$ cat src/rtl/ysyx_23060075_axi_arbiter.sv
// ysyx_23060075_axi_arbiter: round-robin two-master AXI-lite arbiter (IFU = m0, LSU = m1)
// in front of the shared SRAM slave; one read or write transaction owns the slave at a time.
`ifndef ysyx_23060075_ISA_WIDTH
`define ysyx_23060075_ISA_WIDTH 32
`endif
`ifndef ysyx_23060075_MEM_MASK_WIDTH
`define ysyx_23060075_MEM_MASK_WIDTH 4
`endif

module ysyx_23060075_axi_arbiter #(
    parameter int ADDR_WIDTH = `ysyx_23060075_ISA_WIDTH,
    parameter int DATA_WIDTH = `ysyx_23060075_ISA_WIDTH,
    parameter int STRB_WIDTH = `ysyx_23060075_MEM_MASK_WIDTH,
    parameter int RESP_WIDTH = `ysyx_23060075_ISA_WIDTH
) (
    input  logic                  clk,
    input  logic                  rst_n,
    input  logic [ADDR_WIDTH-1:0] m0_araddr,
    input  logic                  m0_arvalid,
    output logic                  m0_arready,
    output logic [DATA_WIDTH-1:0] m0_rdata,
    output logic [RESP_WIDTH-1:0] m0_rresp,
    output logic                  m0_rvalid,
    input  logic                  m0_rready,
    input  logic [ADDR_WIDTH-1:0] m0_awaddr,
    input  logic                  m0_awvalid,
    output logic                  m0_awready,
    input  logic [DATA_WIDTH-1:0] m0_wdata,
    input  logic [STRB_WIDTH-1:0] m0_wstrb,
    input  logic                  m0_wvalid,
    output logic                  m0_wready,
    output logic [RESP_WIDTH-1:0] m0_bresp,
    output logic                  m0_bvalid,
    input  logic                  m0_bready,
    input  logic [ADDR_WIDTH-1:0] m1_araddr,
    input  logic                  m1_arvalid,
    output logic                  m1_arready,
    output logic [DATA_WIDTH-1:0] m1_rdata,
    output logic [RESP_WIDTH-1:0] m1_rresp,
    output logic                  m1_rvalid,
    input  logic                  m1_rready,
    input  logic [ADDR_WIDTH-1:0] m1_awaddr,
    input  logic                  m1_awvalid,
    output logic                  m1_awready,
    input  logic [DATA_WIDTH-1:0] m1_wdata,
    input  logic [STRB_WIDTH-1:0] m1_wstrb,
    input  logic                  m1_wvalid,
    output logic                  m1_wready,
    output logic [RESP_WIDTH-1:0] m1_bresp,
    output logic                  m1_bvalid,
    input  logic                  m1_bready,
    output logic [ADDR_WIDTH-1:0] s_araddr,
    output logic                  s_arvalid,
    input  logic                  s_arready,
    input  logic [DATA_WIDTH-1:0] s_rdata,
    input  logic [RESP_WIDTH-1:0] s_rresp,
    input  logic                  s_rvalid,
    output logic                  s_rready,
    output logic [ADDR_WIDTH-1:0] s_awaddr,
    output logic                  s_awvalid,
    input  logic                  s_awready,
    output logic [DATA_WIDTH-1:0] s_wdata,
    output logic [STRB_WIDTH-1:0] s_wstrb,
    output logic                  s_wvalid,
    input  logic                  s_wready,
    input  logic [RESP_WIDTH-1:0] s_bresp,
    input  logic                  s_bvalid,
    output logic                  s_bready,
    output logic                  grant_id,
    output logic                  busy
);
    typedef enum logic [1:0] {IDLE, RD, WR} state_t;

    state_t state, state_next;
    logic   owner, owner_next, last, last_next;
    logic   req0, req1, winner;
    logic   r0, r1, w0, w1;

    assign req0   = m0_arvalid | m0_awvalid | m0_wvalid;
    assign req1   = m1_arvalid | m1_awvalid | m1_wvalid;
    // On a tie the master that did not win last time gets the slave.
    assign winner = (req0 && req1) ? ~last : req1;

    always_ff @(posedge clk or negedge rst_n) begin
        if (!rst_n) begin
            state <= IDLE;
            owner <= 1'b0;
            last  <= 1'b1;
        end else begin
            state <= state_next;
            owner <= owner_next;
            last  <= last_next;
        end
    end

    always_comb begin
        state_next = state;
        owner_next = owner;
        last_next  = last;
        case (state)
            IDLE: if (req0 || req1) begin
                state_next = (winner ? m1_arvalid : m0_arvalid) ? RD : WR;
                owner_next = winner;
                last_next  = winner;
            end
            RD: if (s_rvalid && s_rready) state_next = IDLE;
            WR: if (s_bvalid && s_bready) state_next = IDLE;
            default: state_next = IDLE;
        endcase
    end

    // Per-master, per-direction route enables; everything below is pure muxing.
    assign r0 = (state == RD) && !owner;
    assign r1 = (state == RD) && owner;
    assign w0 = (state == WR) && !owner;
    assign w1 = (state == WR) && owner;

    assign busy     = (state == RD) || (state == WR);
    assign grant_id = owner;

    assign s_araddr   = r0 ? m0_araddr : r1 ? m1_araddr : '0;
    assign s_arvalid  = (r0 && m0_arvalid) || (r1 && m1_arvalid);
    assign m0_arready = r0 && s_arready;
    assign m1_arready = r1 && s_arready;
    assign m0_rdata   = r0 ? s_rdata : '0;
    assign m1_rdata   = r1 ? s_rdata : '0;
    assign m0_rresp   = r0 ? s_rresp : '0;
    assign m1_rresp   = r1 ? s_rresp : '0;
    assign m0_rvalid  = r0 && s_rvalid;
    assign m1_rvalid  = r1 && s_rvalid;
    assign s_rready   = (r0 && m0_rready) || (r1 && m1_rready);

    assign s_awaddr   = w0 ? m0_awaddr : w1 ? m1_awaddr : '0;
    assign s_awvalid  = (w0 && m0_awvalid) || (w1 && m1_awvalid);
    assign m0_awready = w0 && s_awready;
    assign m1_awready = w1 && s_awready;
    assign s_wdata    = w0 ? m0_wdata : w1 ? m1_wdata : '0;
    assign s_wstrb    = w0 ? m0_wstrb : w1 ? m1_wstrb : '0;
    assign s_wvalid   = (w0 && m0_wvalid) || (w1 && m1_wvalid);
    assign m0_wready  = w0 && s_wready;
    assign m1_wready  = w1 && s_wready;
    assign m0_bresp   = w0 ? s_bresp : '0;
    assign m1_bresp   = w1 ? s_bresp : '0;
    assign m0_bvalid  = w0 && s_bvalid;
    assign m1_bvalid  = w1 && s_bvalid;
    assign s_bready   = (w0 && m0_bready) || (w1 && m1_bready);
endmodule

$ cat config.mk
export PLATFORM = sky130hd
export DESIGN_NAME = ysyx_23060075_axi_arbiter
export DESIGN_NICKNAME = d
export VERILOG_FILES = /design/src/rtl/ysyx_23060075_axi_arbiter.sv
export SDC_FILE = /design/constraint.sdc
export NUM_CORES = 1
export LEC_CHECK = 0
export CORE_AREA = 4 4 237 239
export CTS_CLUSTER_DIAMETER = 150
export DETAILED_ROUTE_END_ITERATION = 10
export DIE_AREA = 0 0 241 243
export HOLD_SLACK_MARGIN = 0.02
export PLACE_DENSITY_LB_ADDON = 0.08
export SLEW_MARGIN = 5
export SYNTH_ARGS = -nofsm -noshare
export SYNTH_HDL_FRONTEND = slang
export SYNTH_SLANG_ARGS = --single-unit
$ cat constraint.sdc
create_clock -name clk -period 1.5 [get_ports clk]
set_input_delay 0.15 -clock clk [delete_from_list [all_inputs] [get_ports clk]]
set_output_delay 0.15 -clock clk [all_outputs]
set_load 0.01 [all_outputs]
# After elaboration in Yosys (flattened, before gate mapping)
# Cells that the tools add are included.
# W data, S select, Z words.
word_totals:
  out_inout_bits: 309
  inputBits: 313
  regBits: 4
  elab_cells: 72
op_classes:
  n_reduce_logical: 38
  n_bitwise: 5
  eq_ne: 5
  mux: 21
ops:
  columns: ["op", "n"]
  rows:
  - ["$mux W32", 12]
  - ["$logic_and A1 B1 Y1", 27]
  - ["$mux W2", 4]
  - ["$mux W4", 2]
  - ["$logic_or A1 B1 Y1", 7]
  - ["$ne A2 B2 Y1 const B", 3]
  - ["$pmux W2 S3", 1]
  - ["$or A1 B1 Y1", 4]
  - ["$reduce_and A3 Y1", 1]
  - ["$eq A2 B1 Y1 const B", 1]
  - ["$eq A2 B2 Y1 const B", 1]
  - ["$logic_not A2 Y1", 1]
  - ["$mux W1", 2]
  - ["$reduce_and A2 Y1", 1]
  - ["$logic_not A1 Y1", 1]
  - ["$not A1 Y1", 1]

# Depth between registers and ports, before layout
depth:
  ltp_word: 8
  depth_mapped: 6
  mapped_depth_nobuf: 5

# Worst setup path after synthesis
# Ideal clock, no wire load.
synth_timing:
  path_kind: "reg2out"
  start: "register state[0]"
  end: "output port m0_bresp[10]"
  slack_ns: -0.091
  required_time_ns: 1.350
  n_path_buf: 2
  arrival_ns: 1.441
  stages_incl_launch_ff: 7
  cell_sequence: "dfrtp_1 -> inv_1 -> ha_1 -> clkbuf_2 -> nor2b_1 -> clkbuf_1 -> and2_1"
synth_between:
  elab_chain_len: 3
synth_rtl:
  columns: ["item", "line", "source"]
  rows:
  - ["start, declared", "74", "state_t state, state_next;"]
  - ["start signal, assigned", "90", "state <= state_next;"]
  - ["$eq A2 B2 Y1", "115", "assign w0 = (state == WR) && !owner;"]
  - ["$logic_and A1 B1 Y1", "115", null]
  - ["$mux W32", "142", "assign m0_bresp = w0 ? s_bresp : '0;"]
  - ["end, declared", "32", "output logic [RESP_WIDTH-1:0] m0_bresp,"]
# No other way between the ends.

# Worst setup path after layout
layout_timing:
  start: "register state[0]"
  end: "output port m0_bresp[31]"
# Same word-level chain as after synthesis.

==> metrics.md <==
| Metric | Value |
|---|---|
| Final min period | 1.85 ns |
| Final setup fails | 309 |
| Kind of critical path | register to output pin |
| Clock network power share | 0.024 |
| Place WS | -0.609 ns |
| Clock transition at path regs | 0.03 ns |
| Post-layout util | 0.246 |
| Worst vdd ir | 443 uV |
| Hold_buf cts | 0 |
| First-pass GRT wire length | 49,900 um |
| Power Total | 17.7 mW |
| Fin. Hold Viols | 0 |
| GRT Total Usage | 0.117 |
| # IOs | 622 |
| Nets | 1,537 |
| # clock sinks | 4 |
| RSZ-0062 raised after global routing | yes |
| Largest cells by area after synthesis | mux2i_1, nor2b_1, and2_1, and3_1, clkbuf_1 |
| CTS tree | yes |
| Avg Inst Size Synth | 7.03 sq um |
| Die H | 243 um |
| Crit path launch type | register |
| # DRC | 0 |
| DR iter-0 viols | 117 |
| P_int | 10.7 mW |
| F_max | 541 MHz |
| IO Port Bufs | 621 |
| FILL cells | 5,917 |
| Num CTS Buffers | 3 |
| Clk_lat worst skew | 0.22 ns |
| Synth warn | 0 |
| Antenna Violating Nets Remaining | 0 |
| Worst-Margin Slew | 0.262 ns |
| Pwr dens | 1330 mW/mm^2 |
| Clock skew | 0.00182 ns |
| WP data required | 1.35 ns |
| Reg2reg end | state[1] |
| Comb pwr share | 0.962 |
| DIE AREA | 0.0586 sq mm |
| Switching pwr | 7.02 mW |
| Initial antenna violation count | 8 |
| Vias | 6,433 |
| Max-slew violations | 0 |
| Async SR Flop Fraction | 1.00 |
| Syn-to-layout area delta | 277% |
| Seq cells post-synth | 4 |
| CP Cell Sequence | inv_2, ha_4, nor2b_4, buf_6, clkbuf_16, and2_4, buf_6 |
| Dpl cells | 1,817 |
| Status | finished with violations |
| Post-route setup TNS | -75.13 ns |
| Top_reg_cell synth | dfrtp_1 |
| Gr ovfl total | 0 |
| Count of distinct cell types in the synthesized netlist | 26 |
| Worst setup margin | -0.347 ns |
| Area of the core | 0.0538 sq mm |
| Max_cap viols | 0 |
| Routed vias/inst | 3.35 |
| CP peak stage delay | 0.42 ns |
| Max_slew headroom | 0.821 |
| Root Driver | clkbuf_16 |
| Violated checks | negative setup slack |
| Top cells by count, synth | nor2b_1, mux2i_1, and2_1, and3_1, clkbuf_1 |
| Largest net degree at the start of global routing | 37 |
| Max stage delay cell, worst path | dfrtp_1 |
| Post-Synthesis Cells | 500 |
| R2r setup slk | -0.25 ns |
| Layout cells sized above 1 | 0.540 |
| Yosys top cell by area | mux2i_1 |
| Gp weighted congestion | 0.764 |
| Finished Cell Area | 0.0132 sq mm |
| Die W | 241 um |
| DP Area | 0.0110 sq mm |
| Post-synth top area share | 0.302 |
| Arrival time worst endpoint | 1.70 ns |
| Sequential area share after synthesis | 0.0288 |
| Vias in the first global route | 6,652 |
| Worst Setup End Kind | output pin |
| FF/Latch Area | 105 sq um |
| Final hold slack | 0.146 ns |
| WL/cell | 20.8 um |
| CP Max Fanout | 8 |
| Share of total power in sequential cells | 0.014 |
| DP Wirelength | 29,700 um |
| Cell mode on critical path | buf_6 |
| Final std cells w/o fill | 1,921 |
| Period utilisation layout | 1.23 |
| Post-Syn Area | 0.00352 sq mm |
| Starting density of the core | 0.0653 |
| Worst reg2reg startpoint | grant_id |
| Most frequent cell after synthesis | nor2b_1 |
| Worst Hold Class | input port to asynchronous set/reset pin |
| Row cnt | 85 |
| H-tree depth | 1 |
| EDFF count, synth | 0 |
| DRT Pass-1 Iters | 4 |
| Post-Syn Nets | 816 |
| DRT Wirelength | 40,000 um |
| FF-to-FF path depth | 7 |
| Clock Path Buffers | 2 |
| Leakage | 6.10 nW |
| Multi-input logic area | 0.00402 sq mm |
| Sw frac | 0.397 |
-- power groups by stage --
stage          sequential [mW]  clock [mW]  combinational [mW]
3_3_place_gp             0.307           0                11.7
3_5_place_dp             0.311           0                11.6
6_report                 0.247       0.427                17.0
4_1_cts                  0.246       0.435                13.4
5_1_grt                  0.255       0.443                18.1
2_1_floorplan            0.215           0                4.89
-- placed cells by master (no fill, tap or decap), drive strengths merged, types with 2 or more instances in the layout --
master         count
a22o               2
and2             101
and3             101
buf              436
clkbuf            27
clkdlybuf4s50    312
dfrtp              3
diode              5
ha                 3
inv                4
mux2i            106
nand2              3
nand3              2
nor2b            107
nor3               2
o21ai              3
-- flip-flops by register name, indices dropped and copies added, names as in the netlist --
signal	cells
state	2
grant_id	1
last	1
-- worst max-delay path: cells and delay by family (launching register included) --
| family | cells | cell delay [ns] |
|---|---|---|
| buffers and inverters | 4 | 0.50 |
| flip-flops | 1 | 0.42 |
| AND/OR/NAND/NOR | 2 | 0.37 |
| adder cells (fa/ha/maj) | 1 | 0.17 |
-- area by class of cell --
class	count	share of cell area
timing repair buffer	772	0.615
multi-input combinational	436	0.303
tap	696	0.0657
sequential	4	0.00794
clock buffer	4	0.00595
inverter	4	0.00113
antenna	5	0.000945
-- cells by family after synthesis --
family	after synthesis	share of synthesized area
AND/OR/NAND/NOR	320	0.569
multiplexers	106	0.302
AO/OA/AOI/OAI	7	0.0167
flip-flops	4	0.0288
buffers and inverters	60	0.0726
adder cells (fa/ha/maj)	3	0.0107
-- worst max-delay path by stage --
stage / startpoint / to / depth (start not counted)
2_1_floorplan: state[0] / s_awaddr[28] / 6
3_3_place_gp: grant_id / state[1] / 7
3_5_place_dp: grant_id / state[1] / 7
4_1_cts: grant_id / s_wdata[22] / 6
5_1_grt: grant_id / s_araddr[21] / 7
6_report: state[0] / m0_bresp[31] / 7
-- per-layer routing --
layer | track usage | part of all wire
met5 | 0 | 0.00098
met4 | 0.0154 | 0.015
met3 | 0.0405 | 0.075
met2 | 0.234 | 0.56
met1 | 0.117 | 0.35
-- repair_timing --
action                                   CTS  global route
pin swaps                                 11            53
buffers inserted                          30            45
resized for setup                       1230           507
endpoints found under the setup margin   310           311
gates cloned                              16            20
Power figures use the tool's default switching activity.
